### src/rtl/unified_mem_arbiter_pkg.sv
// Shared processor package: arbiter state encoding, requester IDs and burst defaults.
// Also holds the saturating counter helper used by the arbiter decision logic.
package unified_mem_arbiter_pkg;

   typedef enum logic [1:0] {
      IDLE     = 2'd0,
      CORE_OWN = 2'd1,
      LDR_OWN  = 2'd2
   } arb_state_e;

   typedef enum logic {
      REQ_CORE = 1'b0,
      REQ_LDR  = 1'b1
   } req_id_e;

   localparam int unsigned MAX_BURST_DEF = 4;
   localparam int unsigned CNT_W         = 3;

   function automatic logic [CNT_W-1:0] sat_inc(input logic [CNT_W-1:0] c,
                                                input logic [CNT_W-1:0] lim);
      return (c >= lim) ? lim : c + CNT_W'(1);
   endfunction

endpackage

### src/rtl/unified_mem_arbiter.sv
// Two-requester arbiter (core, program loader) onto a single-port memory with
// burst-limited round robin, loader lock, and one-cycle registered read-valid tags.
module unified_mem_arbiter
   import unified_mem_arbiter_pkg::*;
#(
   parameter int unsigned AW        = 32,
   parameter int unsigned DW        = 32,
   parameter int unsigned MAX_BURST = MAX_BURST_DEF
) (
   input  logic          clk,
   input  logic          rst,
   input  logic          core_req,
   input  logic          core_we,
   input  logic [AW-1:0] core_addr,
   input  logic [DW-1:0] core_wdata,
   output logic          core_gnt,
   output logic          core_rvalid,
   output logic [DW-1:0] core_rdata,
   input  logic          ldr_req,
   input  logic          ldr_we,
   input  logic [AW-1:0] ldr_addr,
   input  logic [DW-1:0] ldr_wdata,
   output logic          ldr_gnt,
   output logic          ldr_rvalid,
   output logic [DW-1:0] ldr_rdata,
   input  logic          ldr_lock,
   output logic          mem_en,
   output logic          mem_we,
   output logic [AW-1:0] mem_addr,
   output logic [DW-1:0] mem_wdata,
   input  logic [DW-1:0] mem_rdata
);

   localparam logic [CNT_W-1:0] BURST_LIM = CNT_W'(MAX_BURST);

   arb_state_e       state_q, state_d;
   logic [CNT_W-1:0] cnt_q, cnt_d;
   req_id_e          last_gnt_q, last_gnt_d;
   logic             core_tag_q, core_tag_d;
   logic             ldr_tag_q, ldr_tag_d;

   // Grant decision, owner/burst tracking and read-tag generation in one process.
   always_comb begin
      core_gnt   = 1'b0;
      ldr_gnt    = 1'b0;
      state_d    = IDLE;
      cnt_d      = '0;
      last_gnt_d = last_gnt_q;

      if (ldr_lock) begin
         ldr_gnt = ldr_req;
      end else if (core_req && ldr_req) begin
         unique case (state_q)
            CORE_OWN: begin
               if (cnt_q < BURST_LIM) core_gnt = 1'b1;
               else                   ldr_gnt  = 1'b1;
            end
            LDR_OWN: begin
               if (cnt_q < BURST_LIM) ldr_gnt  = 1'b1;
               else                   core_gnt = 1'b1;
            end
            default: begin
               if (last_gnt_q == REQ_CORE) ldr_gnt  = 1'b1;
               else                        core_gnt = 1'b1;
            end
         endcase
      end else begin
         core_gnt = core_req;
         ldr_gnt  = ldr_req;
      end

      if (core_gnt) begin
         state_d    = CORE_OWN;
         last_gnt_d = REQ_CORE;
         cnt_d      = (state_q == CORE_OWN) ? sat_inc(cnt_q, BURST_LIM) : CNT_W'(1);
      end else if (ldr_gnt) begin
         state_d    = LDR_OWN;
         last_gnt_d = REQ_LDR;
         cnt_d      = (state_q == LDR_OWN) ? sat_inc(cnt_q, BURST_LIM) : CNT_W'(1);
      end

      core_tag_d = core_gnt & ~core_we;
      ldr_tag_d  = ldr_gnt & ~ldr_we;
   end

   always_ff @(posedge clk or negedge rst) begin
      if (!rst) begin
         state_q    <= IDLE;
         cnt_q      <= '0;
         last_gnt_q <= REQ_CORE;
         core_tag_q <= 1'b0;
         ldr_tag_q  <= 1'b0;
      end else begin
         state_q    <= state_d;
         cnt_q      <= cnt_d;
         last_gnt_q <= last_gnt_d;
         core_tag_q <= core_tag_d;
         ldr_tag_q  <= ldr_tag_d;
      end
   end

   // Zero-latency command mux; payload is forced to zero when nobody is granted.
   always_comb begin
      mem_en    = core_gnt | ldr_gnt;
      mem_we    = 1'b0;
      mem_addr  = '0;
      mem_wdata = '0;
      if (core_gnt) begin
         mem_we    = core_we;
         mem_addr  = core_addr;
         mem_wdata = core_wdata;
      end else if (ldr_gnt) begin
         mem_we    = ldr_we;
         mem_addr  = ldr_addr;
         mem_wdata = ldr_wdata;
      end
   end

   always_comb begin
      core_rvalid = core_tag_q;
      ldr_rvalid  = ldr_tag_q;
      core_rdata  = core_tag_q ? mem_rdata : '0;
      ldr_rdata   = ldr_tag_q  ? mem_rdata : '0;
   end

endmodule

### config.mk
export PLATFORM = sky130hd
export DESIGN_NAME = unified_mem_arbiter
export DESIGN_NICKNAME = d
export VERILOG_FILES = /design/src/rtl/unified_mem_arbiter_pkg.sv /design/src/rtl/unified_mem_arbiter.sv
export SDC_FILE = /design/constraint.sdc
export NUM_CORES = 1
export LEC_CHECK = 0
export BUFFER_PORTS_ARGS = -buffer_cell sky130_fd_sc_hd__clkbuf_2
export CORE_AREA = 2 2 117 119
export DETAILED_ROUTE_END_ITERATION = 12
export DIE_AREA = 0 0 119 121
export GPL_TIMING_DRIVEN = 1
export PLACE_DENSITY_LB_ADDON = 0.15
export SYNTH_ARGS = -nofsm -noshare
export SYNTH_HDL_FRONTEND = slang
export SYNTH_SLANG_ARGS = --single-unit
### constraint.sdc
create_clock -name clk -period 3.4 [get_ports clk]
set_clock_uncertainty 0.1 [all_clocks]
set_input_delay 0.85 -clock clk [delete_from_list [all_inputs] [get_ports clk]]
set_output_delay 0.85 -clock clk [all_outputs]
set_load 0.005 [all_outputs]
# --- Word-level counts from Yosys, hierarchy flattened ---
# Index checks and enable logic that the tools add are counted.
word_totals:
  output_inout_bits: 134
  input_bits: 167
  regBits: 8
  mem_bits_ro: 0
  word_cells: 44
  ramBits: 0
  latchBits: 0
  n_memories: 0
classes:
  magnitude_cmp: 2
  n_mux: 27
  shifts: 0
  bitwise_logic: 5
  n_addsub: 1
  reduce_logical: 2
  multipliers: 0
  div_mod_pow: 0
  n_eq_ne: 2
op_table:
  columns: ["operator", "count"]
  rows:
  - ["$mux 32", 6]
  - ["$mux 3", 5]
  - ["$mux 1", 12]
  - ["$mux 2", 2]
  - ["$pmux 1 s2", 2]
  - ["$add 3x1->3 const B", 1]
  - ["$ge 3x3->1 const B", 1]
  - ["$lt 3x3->1 const B", 1]
  - ["$and 1x1->1", 2]
  - ["$eq 2x1->1 const B", 1]
  - ["$eq 2x2->1 const B", 1]
  - ["$not 1->1", 2]
  - ["$reduce_bool 2->1", 1]
  - ["$logic_and 1x1->1", 1]
  - ["$or 1x1->1", 1]

# --- Logic depth before layout (Yosys ltp) ---
logic_depth:
  word_depth: 7
  depth_mapped: 9
  mapped_depth_nobuf: 6

# --- Worst setup path before layout ---
# OpenSTA, ideal clock, no wires.
synth_timing:
  kind: "input port to output port"
  from: "input port ldr_lock"
  to: "output port mem_addr[0]"
  required_ns: 2.450
  cell_stages: 5
  slack_ns: 0.453
  n_path_buf: 2
  t_arrival_ns: 1.997
  cell_sequence: "nand2b_1 > o41a_1 > buf_2 > buf_2 > a22o_1"
synth_between:
  elab_chain_cells: 3
  word_cells_on_any_way: 4
  classes_between: "mux: 4"
synth_rtl:
  columns: ["element", "line", "text"]
  rows:
  - ["start, declared", "unified_mem_arbiter.sv:26", "input logic ldr_lock,"]
  - ["$mux 1", "unified_mem_arbiter.sv:50", "if (ldr_lock) begin"]
  - ["$mux 32", "unified_mem_arbiter.sv:112", "end else if (ldr_gnt) begin"]
  - ["$mux 32 *", "unified_mem_arbiter.sv:108", "if (core_gnt) begin"]
  - ["end, declared", "unified_mem_arbiter.sv:29", "output logic [AW-1:0] mem_addr,"]
# Mark *: on every way between the ends. The rest lies on a longest branch, timed or not.

# --- Worst setup path in the final report ---
layout_timing:
  from: "register state_q[0]"
  to: "output port mem_addr[0]"
layout_between:
  elab_chain_cells: 6
  word_cells_on_any_way: 10
  classes_between: "eq/ne: 2; mux: 8"
layout_rtl:
  columns: ["element", "line", "text"]
  rows:
  - ["start, declared", "unified_mem_arbiter.sv:36", "arb_state_e state_q, state_d;"]
  - ["start signal, assigned", "unified_mem_arbiter.sv:94", "state_q <= state_d;"]
  - ["$eq 2x2->1 or $eq 2x1->1 (tied branches)", "unified_mem_arbiter.sv:53", "unique case (state_q)"]
  - ["$pmux 1 s2", "unified_mem_arbiter.sv:53", null]
  - ["$mux 1", "unified_mem_arbiter.sv:52", "end else if (core_req && ldr_req) begin"]
  - ["$mux 1", "unified_mem_arbiter.sv:50", null]
  - ["$mux 32", "unified_mem_arbiter.sv:112", null]
  - ["$mux 32 *", "unified_mem_arbiter.sv:108", null]
# Marks and branches as above.

==> reports/metrics.csv <==
metric;value;unit
outcome;completed;
yosysSeqAreaShare;0.119;
worst_slack;0.124;ns
syn_nets;385;
worstSetupPathType;flip-flop to output port;
synth_commonest_cells;a22o_1 (64), and2_1 (64), clkbuf_1 (10);
period_share;0.964;
finalSetupTns;0;ns
leakage;2.11;nW
cp-end-kind;output port;
synth-edff-count;0;
async_flop_share;1.00;
rsz0062_at_grt;no;
drv_slew;0;
cp_cell_sequence;inv_1 > ha_1 > nor2b_2 > o41a_2 > buf_12 > a22o_1 > clkbuf_2;
root_buffer;clkbuf_16;
postSynthAreaPerCell;7.94;sq um
synth_ff_type;dfrtp_1;
comb_power_share;0.580;
antenna_found_initial;0;
wl_per_cell;14.4;um
core_area;13100;sq um
p_switching;0.000260;W
yosysTopAreaCell;a22o_1;
power.internal;0.000495;W
seq_power_share;0.158;
ir_drop;101;uV
rows;42;
ys_ff_latch;8;
cp_num_buf_inv;3;
die_w;119;um
syn_area;1680;sq um
fillers;1485;
fp.dieH;121;um
io_buffers;300;
drive_gt1_frac;0.635;
vias;2830;
vias_per_cell;4.17;
cts_buffers;3;
clock_sinks;8;
grt.overflow.total;0;
h-tree-depth;1;
initial_utilization;0.129;
p_total;0.000755;W
hold_violations;0;
seq_area;200;sq um
instances_no_fill;678;
design_area;3450;sq um
worst_pin_slew;0.757;ns
synth_area_leaders;a22o_1 (33%), and2_1 (24%), dfrtp_1 (12%);
path_clk_slew;0.04;ns
grt_max_degree;65;
cts_tree;done;
max-slew-margin-rel;0.495;
min_path_type;primary input to async pin;
dp.cells;673;
max_freq;305;MHz
arrival;2.33;ns
setup_viol;0;
yosysWarnings;0;
routed_wl;9780;um
layout.nets;677;
max_stage_delay;0.52;ns
dpl.hpwl;8660;um
worstSkewPairLatency;0.23;ns
antenna_cells;0;
multi_input_area;1320;sq um
clockBufferDepth;2;
critPathTopFamily;compound AO/OA/AOI/OAI gates;
cp_slowest_cell;o41a_2;
maxCapViolations;0;
start_kind;flip-flop;
synth_cells;212;
first_pass_iters;4;
p_clk_frac;0.262;
finalWeightedCongestion;0.877;
track_usage;0.123;
drt_iter0_markers;52;
synth_top_area_frac;0.333;
path_max_fanout;64;
drc;0;
io-pin-count;301;
area_growth;105;%
dieArea;14400;sq um
ys_types;32;
dp_slack;0.212;ns
cellPowerDensity;219;nW/um^2
ant_nets;0;
dpl_cell_area;3360;sq um
required;2.45;ns
min_period;3.28;ns
switching_share;0.344;
grt_pass1_vias;2663;
grt_first_pass_wirelength;14100;um
[worst register-to-register path, delay by kind of cell, from the launching register on]
family          cells  cell delay [ns]
compound gates      2             0.35
buf+inv             4             0.59
flops               1             0.37
fa+ha+maj           1             0.32
simple gates        1             0.19
[what timing repair did]
item                       in CTS  in global routing
setup buffers                   0                  2
resized for setup               0                  1
setup endpoints to repair       0                  1
hold buffers                    0                  0
[logic make-up after synthesis]
family	share of synthesized area
AOI/OAI and AO/OA	0.410
adders and majority gates	0.0446
buffers and inverters	0.0996
DFF	0.119
muxes	0.0216
and+or+nand+nor	0.306
[stage by stage]
step	hold slack [ns]	util
after floorplan	0.401	-
after global placement	0.424	0.257
after detailed placement	0.426	0.257
after CTS	0.377	0.262
after global routing	0.388	0.264
final	0.368	0.264
[placed cells by master (no fill, tap or decap), types with 2 or more instances in the layout]
cell / n
a21oi_1: 3
a22o_1: 64
and2_1: 64
buf_12: 2
buf_4: 8
clkbuf_16: 3
clkbuf_2: 300
dfrtp_1: 8
ha_1: 6
inv_1: 8
nand2b_1: 3
nor2_1: 7
nor4b_1: 2
o2111ai_1: 2
o311ai_0: 2
o31ai_1: 2
[worst paths after layout]
check | from | endpoint | slack, ns | cells after the start
max in group asynchronous | rst | cnt_q[1] | 2.63 | 1
max | state_q[0] | mem_addr[0] | 0.12 | 7
min reg2reg | last_gnt_q | last_gnt_q | 0.45 | 2
min | rst | last_gnt_q | 0.37 | 1
max reg2reg | state_q[0] | last_gnt_q | 1.41 | 8
min in group clk | last_gnt_q | last_gnt_q | 0.45 | 2
[sequential cells by signal (all words and copies together) (netlist names)]
register / count
state_q: 2
last_gnt_q: 1
cnt_q: 3
core_rvalid: 1
ldr_rvalid: 1
[power by group through the flow]
stage | Sequential [W] | Clock (W) | Combinational (W)
after global placement | 0.000120 | 0 | 0.000441
after CTS | 0.000119 | 0.000203 | 0.000443
after detailed placement | 0.000121 | 0 | 0.000442
after global routing | 0.000122 | 0.000209 | 0.000482
after floorplan | 0.000111 | 0 | 0.000201
final | 0.000119 | 0.000197 | 0.000438
[metal layers]
layer	vias to the layer above	routed length, um	GRT usage
met2	192	5220	0.245
li1	1369	-	-
met5	-	0	0
met1	1259	3230	0.119
met3	10	1110	0.0409
met4	0	217	0.0350
[cell type report]
type,instances,share of cell area
clock buffer,3,0.0218
inverter,9,0.00979
multi-input combinational,172,0.382
sequential,8,0.0580
tap,176,0.0638
timing repair buffer,310,0.464
No activity file was read; power rests on OpenSTA's default activity.
